## src/rtl/apu_bus_arbiter_if.sv

```systemverilog
// Bus bundle between the system side (CPU load/store + audio DMA requesters,
// APU register port responses) and apu_bus_arbiter.
//   slave  : the arbiter's view (serves requests, drives the APU strobes)
//   master : the surrounding system's view (requesters and the APU itself)
interface apu_bus_arbiter_if;
  // requester side, index 0 = CPU, index 1 = audio DMA
  logic [1:0]        req_write_i;
  logic [1:0]        req_read_i;
  logic [1:0][11:0]  req_address_i;
  logic [1:0][31:0]  req_write_data_i;
  logic [1:0][3:0]   req_write_strobe_i;
  logic [1:0]        req_done_o;
  logic [1:0]        req_error_o;
  logic [1:0][31:0]  req_read_data_o;

  // APU register port
  logic              apu_write_o;
  logic              apu_read_o;
  logic [11:0]       apu_write_address_o;
  logic [11:0]       apu_read_address_o;
  logic [31:0]       apu_write_data_o;
  logic [3:0]        apu_write_strobe_o;
  logic              apu_write_done_i;
  logic              apu_write_error_i;
  logic              apu_read_done_i;
  logic              apu_read_error_i;
  logic [31:0]       apu_read_data_i;

  logic              busy_o;

  modport slave (
    input  req_write_i, req_read_i, req_address_i, req_write_data_i, req_write_strobe_i,
    output req_done_o, req_error_o, req_read_data_o,
    output apu_write_o, apu_read_o, apu_write_address_o, apu_read_address_o,
    output apu_write_data_o, apu_write_strobe_o,
    input  apu_write_done_i, apu_write_error_i, apu_read_done_i, apu_read_error_i,
    input  apu_read_data_i,
    output busy_o
  );

  modport master (
    output req_write_i, req_read_i, req_address_i, req_write_data_i, req_write_strobe_i,
    input  req_done_o, req_error_o, req_read_data_o,
    input  apu_write_o, apu_read_o, apu_write_address_o, apu_read_address_o,
    input  apu_write_data_o, apu_write_strobe_o,
    output apu_write_done_i, apu_write_error_i, apu_read_done_i, apu_read_error_i,
    output apu_read_data_i,
    input  busy_o
  );
endinterface

```

## src/rtl/apu_bus_arbiter.sv

```systemverilog
// Two-requester round-robin arbiter for the APU register port. Keeps exactly
// one access outstanding: latch winner, strobe once, wait for the matching
// response, return a registered done/error/read-data to the owner.
//
// Optional feature macro: APU_ARBITER_TIMEOUT_EN
//   defined     : WAIT is bounded by TIMEOUT_CYCLES, expiry completes with error
//   not defined : WAIT is left only on an APU done/error (no upper bound)
//
// state   | meaning
// --------+------------------------------------------------------------
// IDLE    | no access outstanding; pick a winner and latch its request
// ISSUE   | single-cycle apu_write_o/apu_read_o strobe is on the port
// WAIT    | strobe sent, waiting for matching APU done/error (or timeout)
// RESPOND | done/error pulse to owner, read data loaded, pointer flipped
module apu_bus_arbiter #(
  parameter int TIMEOUT_CYCLES = 255
) (
  input  logic             clk_i,
  input  logic             rst_n_i,
  apu_bus_arbiter_if.slave bus
);

  typedef enum logic [1:0] {
    S_IDLE    = 2'd0,
    S_ISSUE   = 2'd1,
    S_WAIT    = 2'd2,
    S_RESPOND = 2'd3
  } state_e;

  state_e           state_q, state_d;
  logic             rr_ptr_q, rr_ptr_d;
  logic             owner_q, owner_d;
  logic             is_write_q, is_write_d;
  logic [11:0]      addr_q, addr_d;
  logic [31:0]      wdata_q, wdata_d;
  logic [3:0]       wstrb_q, wstrb_d;
  logic             apu_write_q, apu_write_d;
  logic             apu_read_q, apu_read_d;
  logic [1:0]       req_done_q, req_done_d;
  logic [1:0]       req_error_q, req_error_d;
  logic [1:0][31:0] req_read_data_q, req_read_data_d;

  logic [1:0]       pending;
  logic             win;
  logic             resp_hit;
  logic             resp_err;
  logic             tmo_expire;

  assign pending = bus.req_write_i | bus.req_read_i;

  // Round-robin pick: the pointer's requester wins if it has anything pending.
  always_comb begin
    win = rr_ptr_q;
    if (!pending[rr_ptr_q]) begin
      win = ~rr_ptr_q;
    end
  end

  // Only the response channel matching the issued access type counts.
  always_comb begin
    if (is_write_q) begin
      resp_hit = bus.apu_write_done_i | bus.apu_write_error_i;
      resp_err = bus.apu_write_error_i;
    end else begin
      resp_hit = bus.apu_read_done_i | bus.apu_read_error_i;
      resp_err = bus.apu_read_error_i;
    end
  end

`ifdef APU_ARBITER_TIMEOUT_EN
  localparam int TMO_W = $clog2(TIMEOUT_CYCLES + 1);

  logic [TMO_W-1:0] tmo_cnt_q, tmo_cnt_d;

  // Wait-cycle counter: cleared while issuing, counts each WAIT cycle.
  always_comb begin
    tmo_cnt_d  = tmo_cnt_q;
    tmo_expire = 1'b0;
    if (state_q == S_ISSUE) begin
      tmo_cnt_d = '0;
    end else if (state_q == S_WAIT) begin
      tmo_cnt_d  = tmo_cnt_q + TMO_W'(1);
      tmo_expire = (tmo_cnt_d == TMO_W'(TIMEOUT_CYCLES));
    end
  end

  // Timeout counter register.
  always_ff @(posedge clk_i or negedge rst_n_i) begin
    if (!rst_n_i) begin
      tmo_cnt_q <= '0;
    end else begin
      tmo_cnt_q <= tmo_cnt_d;
    end
  end
`else
  assign tmo_expire = 1'b0;

  // TIMEOUT_CYCLES has no effect in this build; tie it off visibly.
  logic [31:0] unused_timeout_cycles;
  assign unused_timeout_cycles = 32'(TIMEOUT_CYCLES);
`endif

  // Next-state and registered-output logic for the access sequencer.
  always_comb begin
    logic finish;
    logic fin_err;

    state_d         = state_q;
    rr_ptr_d        = rr_ptr_q;
    owner_d         = owner_q;
    is_write_d      = is_write_q;
    addr_d          = addr_q;
    wdata_d         = wdata_q;
    wstrb_d         = wstrb_q;
    apu_write_d     = 1'b0;
    apu_read_d      = 1'b0;
    req_done_d      = 2'b00;
    req_error_d     = 2'b00;
    req_read_data_d = req_read_data_q;
    finish          = 1'b0;
    fin_err         = 1'b0;

    unique case (state_q)
      S_IDLE: begin
        if (|pending) begin
          owner_d     = win;
          // write wins over read for a requester asserting both
          is_write_d  = bus.req_write_i[win];
          addr_d      = bus.req_address_i[win];
          wdata_d     = bus.req_write_data_i[win];
          wstrb_d     = bus.req_write_strobe_i[win];
          apu_write_d = bus.req_write_i[win];
          apu_read_d  = ~bus.req_write_i[win];
          state_d     = S_ISSUE;
        end
      end
      S_ISSUE: begin
        if (resp_hit) begin
          finish  = 1'b1;
          fin_err = resp_err;
        end else begin
          state_d = S_WAIT;
        end
      end
      S_WAIT: begin
        // a real response in the expiry cycle takes precedence
        if (resp_hit) begin
          finish  = 1'b1;
          fin_err = resp_err;
        end else if (tmo_expire) begin
          finish  = 1'b1;
          fin_err = 1'b1;
        end
      end
      S_RESPOND: begin
        rr_ptr_d = ~owner_q;
        state_d  = S_IDLE;
      end
      default: begin
        state_d = S_IDLE;
      end
    endcase

    // Response registers load on entry to RESPOND so they line up with it.
    if (finish) begin
      state_d              = S_RESPOND;
      req_done_d[owner_q]  = 1'b1;
      req_error_d[owner_q] = fin_err;
      if (!is_write_q) begin
        req_read_data_d[owner_q] = fin_err ? 32'h0 : bus.apu_read_data_i;
      end
    end
  end

  // State and output registers; reset aborts any access in flight.
  always_ff @(posedge clk_i or negedge rst_n_i) begin
    if (!rst_n_i) begin
      state_q         <= S_IDLE;
      rr_ptr_q        <= 1'b0;
      owner_q         <= 1'b0;
      is_write_q      <= 1'b0;
      addr_q          <= '0;
      wdata_q         <= '0;
      wstrb_q         <= '0;
      apu_write_q     <= 1'b0;
      apu_read_q      <= 1'b0;
      req_done_q      <= '0;
      req_error_q     <= '0;
      req_read_data_q <= '0;
    end else begin
      state_q         <= state_d;
      rr_ptr_q        <= rr_ptr_d;
      owner_q         <= owner_d;
      is_write_q      <= is_write_d;
      addr_q          <= addr_d;
      wdata_q         <= wdata_d;
      wstrb_q         <= wstrb_d;
      apu_write_q     <= apu_write_d;
      apu_read_q      <= apu_read_d;
      req_done_q      <= req_done_d;
      req_error_q     <= req_error_d;
      req_read_data_q <= req_read_data_d;
    end
  end

  assign bus.apu_write_o         = apu_write_q;
  assign bus.apu_read_o          = apu_read_q;
  assign bus.apu_write_address_o = addr_q;
  assign bus.apu_read_address_o  = addr_q;
  assign bus.apu_write_data_o    = wdata_q;
  assign bus.apu_write_strobe_o  = wstrb_q;
  assign bus.req_done_o          = req_done_q;
  assign bus.req_error_o         = req_error_q;
  assign bus.req_read_data_o     = req_read_data_q;
  assign bus.busy_o              = (state_q != S_IDLE);

endmodule

```

## src/flat_wrapper.sv

```systemverilog
// flat-port wrapper written by rule: the top's interface ports become plain ports
module apu_bus_arbiter_flat 
#(
  parameter int TIMEOUT_CYCLES = 255
)
  (clk_i, rst_n_i, bus_req_write_i, bus_req_read_i, bus_req_address_i, bus_req_write_data_i, bus_req_write_strobe_i, bus_req_done_o, bus_req_error_o, bus_req_read_data_o, bus_apu_write_o, bus_apu_read_o, bus_apu_write_address_o, bus_apu_read_address_o, bus_apu_write_data_o, bus_apu_write_strobe_o, bus_apu_write_done_i, bus_apu_write_error_i, bus_apu_read_done_i, bus_apu_read_error_i, bus_apu_read_data_i, bus_busy_o);
  apu_bus_arbiter_if bus_i ();
  input  logic clk_i;
  input  logic rst_n_i;
  input wire logic [$bits(bus_i.req_write_i)-1:0] bus_req_write_i;
  input wire logic [$bits(bus_i.req_read_i)-1:0] bus_req_read_i;
  input wire logic [$bits(bus_i.req_address_i)-1:0] bus_req_address_i;
  input wire logic [$bits(bus_i.req_write_data_i)-1:0] bus_req_write_data_i;
  input wire logic [$bits(bus_i.req_write_strobe_i)-1:0] bus_req_write_strobe_i;
  output wire logic [$bits(bus_i.req_done_o)-1:0] bus_req_done_o;
  output wire logic [$bits(bus_i.req_error_o)-1:0] bus_req_error_o;
  output wire logic [$bits(bus_i.req_read_data_o)-1:0] bus_req_read_data_o;
  output wire logic [$bits(bus_i.apu_write_o)-1:0] bus_apu_write_o;
  output wire logic [$bits(bus_i.apu_read_o)-1:0] bus_apu_read_o;
  output wire logic [$bits(bus_i.apu_write_address_o)-1:0] bus_apu_write_address_o;
  output wire logic [$bits(bus_i.apu_read_address_o)-1:0] bus_apu_read_address_o;
  output wire logic [$bits(bus_i.apu_write_data_o)-1:0] bus_apu_write_data_o;
  output wire logic [$bits(bus_i.apu_write_strobe_o)-1:0] bus_apu_write_strobe_o;
  input wire logic [$bits(bus_i.apu_write_done_i)-1:0] bus_apu_write_done_i;
  input wire logic [$bits(bus_i.apu_write_error_i)-1:0] bus_apu_write_error_i;
  input wire logic [$bits(bus_i.apu_read_done_i)-1:0] bus_apu_read_done_i;
  input wire logic [$bits(bus_i.apu_read_error_i)-1:0] bus_apu_read_error_i;
  input wire logic [$bits(bus_i.apu_read_data_i)-1:0] bus_apu_read_data_i;
  output wire logic [$bits(bus_i.busy_o)-1:0] bus_busy_o;
  assign bus_i.req_write_i = bus_req_write_i;
  assign bus_i.req_read_i = bus_req_read_i;
  assign bus_i.req_address_i = bus_req_address_i;
  assign bus_i.req_write_data_i = bus_req_write_data_i;
  assign bus_i.req_write_strobe_i = bus_req_write_strobe_i;
  assign bus_req_done_o = bus_i.req_done_o;
  assign bus_req_error_o = bus_i.req_error_o;
  assign bus_req_read_data_o = bus_i.req_read_data_o;
  assign bus_apu_write_o = bus_i.apu_write_o;
  assign bus_apu_read_o = bus_i.apu_read_o;
  assign bus_apu_write_address_o = bus_i.apu_write_address_o;
  assign bus_apu_read_address_o = bus_i.apu_read_address_o;
  assign bus_apu_write_data_o = bus_i.apu_write_data_o;
  assign bus_apu_write_strobe_o = bus_i.apu_write_strobe_o;
  assign bus_i.apu_write_done_i = bus_apu_write_done_i;
  assign bus_i.apu_write_error_i = bus_apu_write_error_i;
  assign bus_i.apu_read_done_i = bus_apu_read_done_i;
  assign bus_i.apu_read_error_i = bus_apu_read_error_i;
  assign bus_i.apu_read_data_i = bus_apu_read_data_i;
  assign bus_busy_o = bus_i.busy_o;
  apu_bus_arbiter #(.TIMEOUT_CYCLES(TIMEOUT_CYCLES)) u_core (.clk_i(clk_i), .rst_n_i(rst_n_i), .bus(bus_i));
endmodule
```

## config.mk

```make
export PLATFORM = sky130hd
export DESIGN_NAME = apu_bus_arbiter_flat
export DESIGN_NICKNAME = d
export VERILOG_FILES = /design/src/rtl/apu_bus_arbiter_if.sv /design/src/rtl/apu_bus_arbiter.sv /design/src/flat_wrapper.sv
export SDC_FILE = /design/constraint.sdc
export NUM_CORES = 1
export LEC_CHECK = 0
export CAP_MARGIN = 10
export CORE_MARGIN = 2
export CORE_UTILIZATION = 30
export CTS_CLUSTER_DIAMETER = 150
export DETAILED_ROUTE_END_ITERATION = 6
export GPL_TIMING_DRIVEN = 0
export PLACE_DENSITY_LB_ADDON = 0.05
export SLEW_MARGIN = 20
export SYNTH_ARGS = -nofsm -noshare
export SYNTH_HDL_FRONTEND = slang
export SYNTH_SLANG_ARGS = --single-unit
export TNS_END_PERCENT = 1
```

## constraint.sdc

```tcl
create_clock -name clk_i -period 1.93 [get_ports clk_i]
set_input_delay 0.2895 -clock clk_i [delete_from_list [all_inputs] [get_ports clk_i]]
set_output_delay 0.2895 -clock clk_i [all_outputs]
set_load 0.03 [all_outputs]
```

# == Word level (Yosys, flattened, before mapping) ==
# Cells that the tools add are included.
# Widths: inputs -> output; s select.
# op_classes
n_eq_ne,5
reduce_logical,9
mux,33
order_cmp,4
n_bitwise,8
# op_table
operator,n
$mux 32,4
$bwmux 64,1
$demux 32 s1,1
$mux 12,2
$mux 1,16
$mux 2,5
$mux 4,2
$lt 1x2->1 const B,3
$pmux 2 s3,1
$eq 2x2->1 const B,2
$not 1->1,4
$reduce_and 2->1,2
$reduce_bool 4->1,1
$reduce_or 2->1,2
$ne 3x1->1 const B,1
$ne 3x3->1 const B,1
$reduce_and 3->1,1
$and 2x2->2,1
$eq 2x1->1 const B,1
$logic_not 2->1,1
$or 1x1->1,2
$or 2x2->2,1
$reduce_bool 2->1,1
$demux 1 s1,1
other kinds (2),2
# word_totals
out_inout_bits,131
ff_bits,123
wordCells,72

# == Longest topological paths before layout ==
# logic_depth
ltp_word,9
depth_mapped,7

# == Worst setup path after synthesis ==
# Ideal clock, no wire load.
# synth_path
kind,flip-flop to flip-flop
start,register u_core.state_q[1]
end,register u_core.wdata_q[16] (netlist: u_core.bus.apu_write_data_o[16])
n_path_buf,3
required_ns,1.789
stages_incl_launch_ff,8
slack_ns,0.143
arrival_ns,1.646
path_cell_list,dfrtp_1 -> inv_1 -> ha_1 -> o41a_1 -> clkbuf_1 -> buf_2 -> buf_1 -> a31oi_1
# synth_between
elab_chain_cells,2
# synth_rtl
item,line_no,source
from (decl),apu_bus_arbiter.sv:30,"state_e state_q, state_d;"
from (signal assigned),apu_bus_arbiter.sv:191,state_q <= state_d;
$logic_not 2->1,apu_bus_arbiter.sv:123,unique case (state_q)
$reduce_and 2->1 (no source line),n/a,
to (signal assigned),apu_bus_arbiter.sv:196,wdata_q <= wdata_d;
to (decl),apu_bus_arbiter.sv:35,"logic [31:0] wdata_q, wdata_d;"
# No other way between the ends.
# A chain may end at the register's enable or synchronous reset.

# == Worst setup path in the final report ==
# layout_path
start,register u_core.addr_q[3] (netlist: u_core.bus.apu_read_address_o[3])
end,output bus_apu_write_address_o[3]
# layout_lines
item,line_no,source
from (decl),apu_bus_arbiter.sv:34,"logic [11:0] addr_q, addr_d;"
from (signal assigned),apu_bus_arbiter.sv:195,addr_q <= addr_d;
to (decl),flat_wrapper.sv:20,output wire logic [$bits(bus_i.apu_write_address_o)-1:0] bus_apu_write_address_o;
# No word-level cell between the ends.

==> impl_metrics.ini <==
[detailed_routing]
wl_um = 19200
via_per_inst = 4.85
num_vias = 5273
drc = 0
dr.pass1.iters = 7
final_antenna_net_count = 0
drtIter0Drc = 286
avgRoutedWirePerCell_um = 17.7

[floorplanning]
core_mm2 = 0.0189
fp.dieW_um = 143
start_util_pct = 30.8
dieHeight_um = 143
rows = 50
dieArea_mm2 = 0.0206
ios = 269

[clock_tree]
clockBufferDepth = 2
root_buffer = clkbuf_16
insertion_delay_ns = 0.41
clkTransAtPathRegs_ns = 0.06
cts_made_buffers = 17
h-tree-depth = 4
cts_sinks = 123
cts_tree = yes

[cells_and_area]
finalNonFillerCells = 1087
fin_area_mm2 = 0.00959
n_antenna_cell = 0
synthToLayoutAreaGrowth_pct = 64.6
drive_above_1_share_pct = 19.2
nNetsFinal = 957
fillerInstances = 1715

[worst_setup_path]
cp-start-kind = register
endpoint_kind = primary output
worstSetupPathType = register to primary output
crit_chain = buf_4 > clkdlybuf4s50_1
rr_startpoint = u_core.is_write_q
cp_slowest_cell = clkdlybuf4s50_1
worstPathRequired_ns = 1.64
r2r_end = u_core.bus.req_read_data_o[10]
reg2reg_depth = 6
cp_slowest_stage_delay_ns = 0.65
cp.arrival_ns = 1.59
crit_fanout = 3
r2r_slack_ns = 0.07

[yosys]
netlist_area_mm2 = 0.00583
synth_top_cell_by_area = dfrtp_1
postSynthNetCount = 665
avgSynthCellArea_um2 = 11.1
synthArstFlopShare_pct = 100
synth-seq-area-share_pct = 52.8
synth_flop_cell = dfrtp_1
synthTopCellsByArea = dfrtp_1 53%, mux2_4 7.7%, mux2_2 7.0%, a31oi_1 5.3%, nand3_1 4.3%
yosysMostFrequentCell = dfrtp_1
synth_seq_cells = 123
synth_edf_count = 0
synth.top_cell.area_share_pct = 52.8
syn-instance-count = 523
ys.warnings.count = 0
synth_cell_types = 41
synth_common_cells = 123 x dfrtp_1, 51 x nor2_1, 50 x nand3_1, 49 x a31oi_1, 46 x o21ai_0

[place]
hpwl_um = 14300
gp_congestion = 0.865
numPortBuffers = 268
pre_cts_ws_ns = -0.621
dp_cells = 1052
place_area_mm2 = 0.00887

[min_path]
hold_class = primary input to asynchronous set/reset pin

[timing]
worst_pin_slew_ns = 0.515
rsz0062_at_grt = true
slew_violations = 0
finClkSkew_ns = 0.00843
setup_viol = 0
period_share_pct = 97.2
hold_slack_ns = 0.340
hold_viol = 0
relSlewSlack_pct = 65.2
layout_setup_ws_ns = 0.0533
fmax_mhz = 533
min_period_ns = 1.88

[pwr]
total_leakage_power_uw = 0.00397
irDropWorstVdd_mv = 0.709
p_per_area_mw_per_mm2 = 1940

[global_routing]
grt_max_degree = 86
grt_pass1_wl_um = 29700
grt_pass1_vias = 5387
antenna_found_initial = 0
track_usage_pct = 18.8
grt_overflow = 0

[flow_run]
drv_cap = 0

[status]
status = completed
-- state kept, by name, summed over array words and instances (netlist names) --
signal / flops
u_core.bus.apu_write_strobe_o: 4
u_core.bus.req_error_o: 2
u_core.bus.apu_write_o: 1
u_core.rr_ptr_q: 1
u_core.bus.apu_write_data_o: 32
u_core.bus.req_read_data_o: 64
u_core.bus.apu_read_o: 1
u_core.is_write_q: 1
u_core.owner_q: 1
u_core.bus.req_done_o: 2
u_core.bus.apu_read_address_o: 12
u_core.state_q: 2
-- worst max path at each step --
stage | start | endpoint | slack (ns)
finish | u_core.bus.apu_read_address_o[3] | bus_apu_write_address_o[3] | 0.05
global route | u_core.rr_ptr_q | u_core.bus.apu_write_data_o[26] | -0.04
CTS | u_core.state_q[0] | u_core.bus.req_read_data_o[32] | -0.001
detailed placement | bus_req_read_i[0] | u_core.bus.apu_write_data_o[27] | -0.62
global placement | rst_n_i | u_core.bus.apu_write_data_o[4] | -4.54
floorplan | u_core.state_q[1] | u_core.bus.apu_write_data_o[16] | 0.14
-- final cells by class --
type,instances,area [um^2],share of cell area (%)
flip-flops and latches,123,3080,32.1
repair buffers,275,2750,28.7
multi-input cells,334,2390,25.0
clock buffers,18,429,4.47
plain buffers,58,394,4.11
well taps,260,325,3.39
clock inverters,13,193,2.01
inverters,6,22.5,0.235
-- stage by stage --
stage               setup TNS, ns  total power, uW  util (%)
global route               -0.135            19600      50.8
CTS                      -0.00119            18700      50.6
global placement          -595.88            15000      46.8
finish                          0            18600      50.8
detailed placement         -44.28            15100      46.9
floorplan                       0            10900         -
-- repair_timing --
item,in CTS,in global routing
buffers inserted,4,1
hold buffers,1,0
gates cloned,0,0
endpoints found under the setup margin,119,114
pin swaps,1,0
gates resized for setup,26,26
hold endpoints to repair,38,0
-- cell usage in the layout (no fill, tap or decap), types with 3 or more instances in the layout --
cell,n
or3b_2,3
buf_8,3
clkbuf_16,17
mux2_4,30
o21ai_0,46
clkbuf_1,20
nor3_1,3
bufinv_16,4
dfrtp_1,121
nand3_1,50
a31oi_1,49
clkbuf_2,14
buf_4,23
nor3b_1,3
o21ai_1,3
ha_1,3
buf_6,3
inv_6,3
mux2_2,36
clkdlybuf4s50_1,260
a21boi_0,32
clkinv_4,3
inv_1,5
buf_2,3
buf_12,4
nor2_1,51
-- metal layers --
metal	wire, um	up-vias	GRT usage (%)
met5	0	-	0
met4	377	0	6.60
met3	1530	28	5.80
met2	9450	225	31.5
met1	7890	2564	22.8
li1	-	2456	-
-- worst max-delay path, delay by kind of cell, from the launching register on --
family	cells	cell delay, ns
flip-flops	1	0.40
buffers and inverters	2	0.78
-- cell families after synthesis --
logic type | after synthesis | synth area share (%)
compound gates | 144 | 15.5
mux | 66 | 14.7
fa+ha+maj | 4 | 0.859
flops | 123 | 52.8
buf+inv | 66 | 6.23
simple gates | 120 | 9.88
-- power breakdown --
| part | leakage [uW] | switching, uW | internal (uW) |
|---|---|---|---|
| Clock | 0.000297 | 1220 | 2170 |
| Sequential | 0.00146 | 770 | 3860 |
| Combinational | 0.00221 | 5690 | 4850 |
Power figures use the tool's default switching activity.
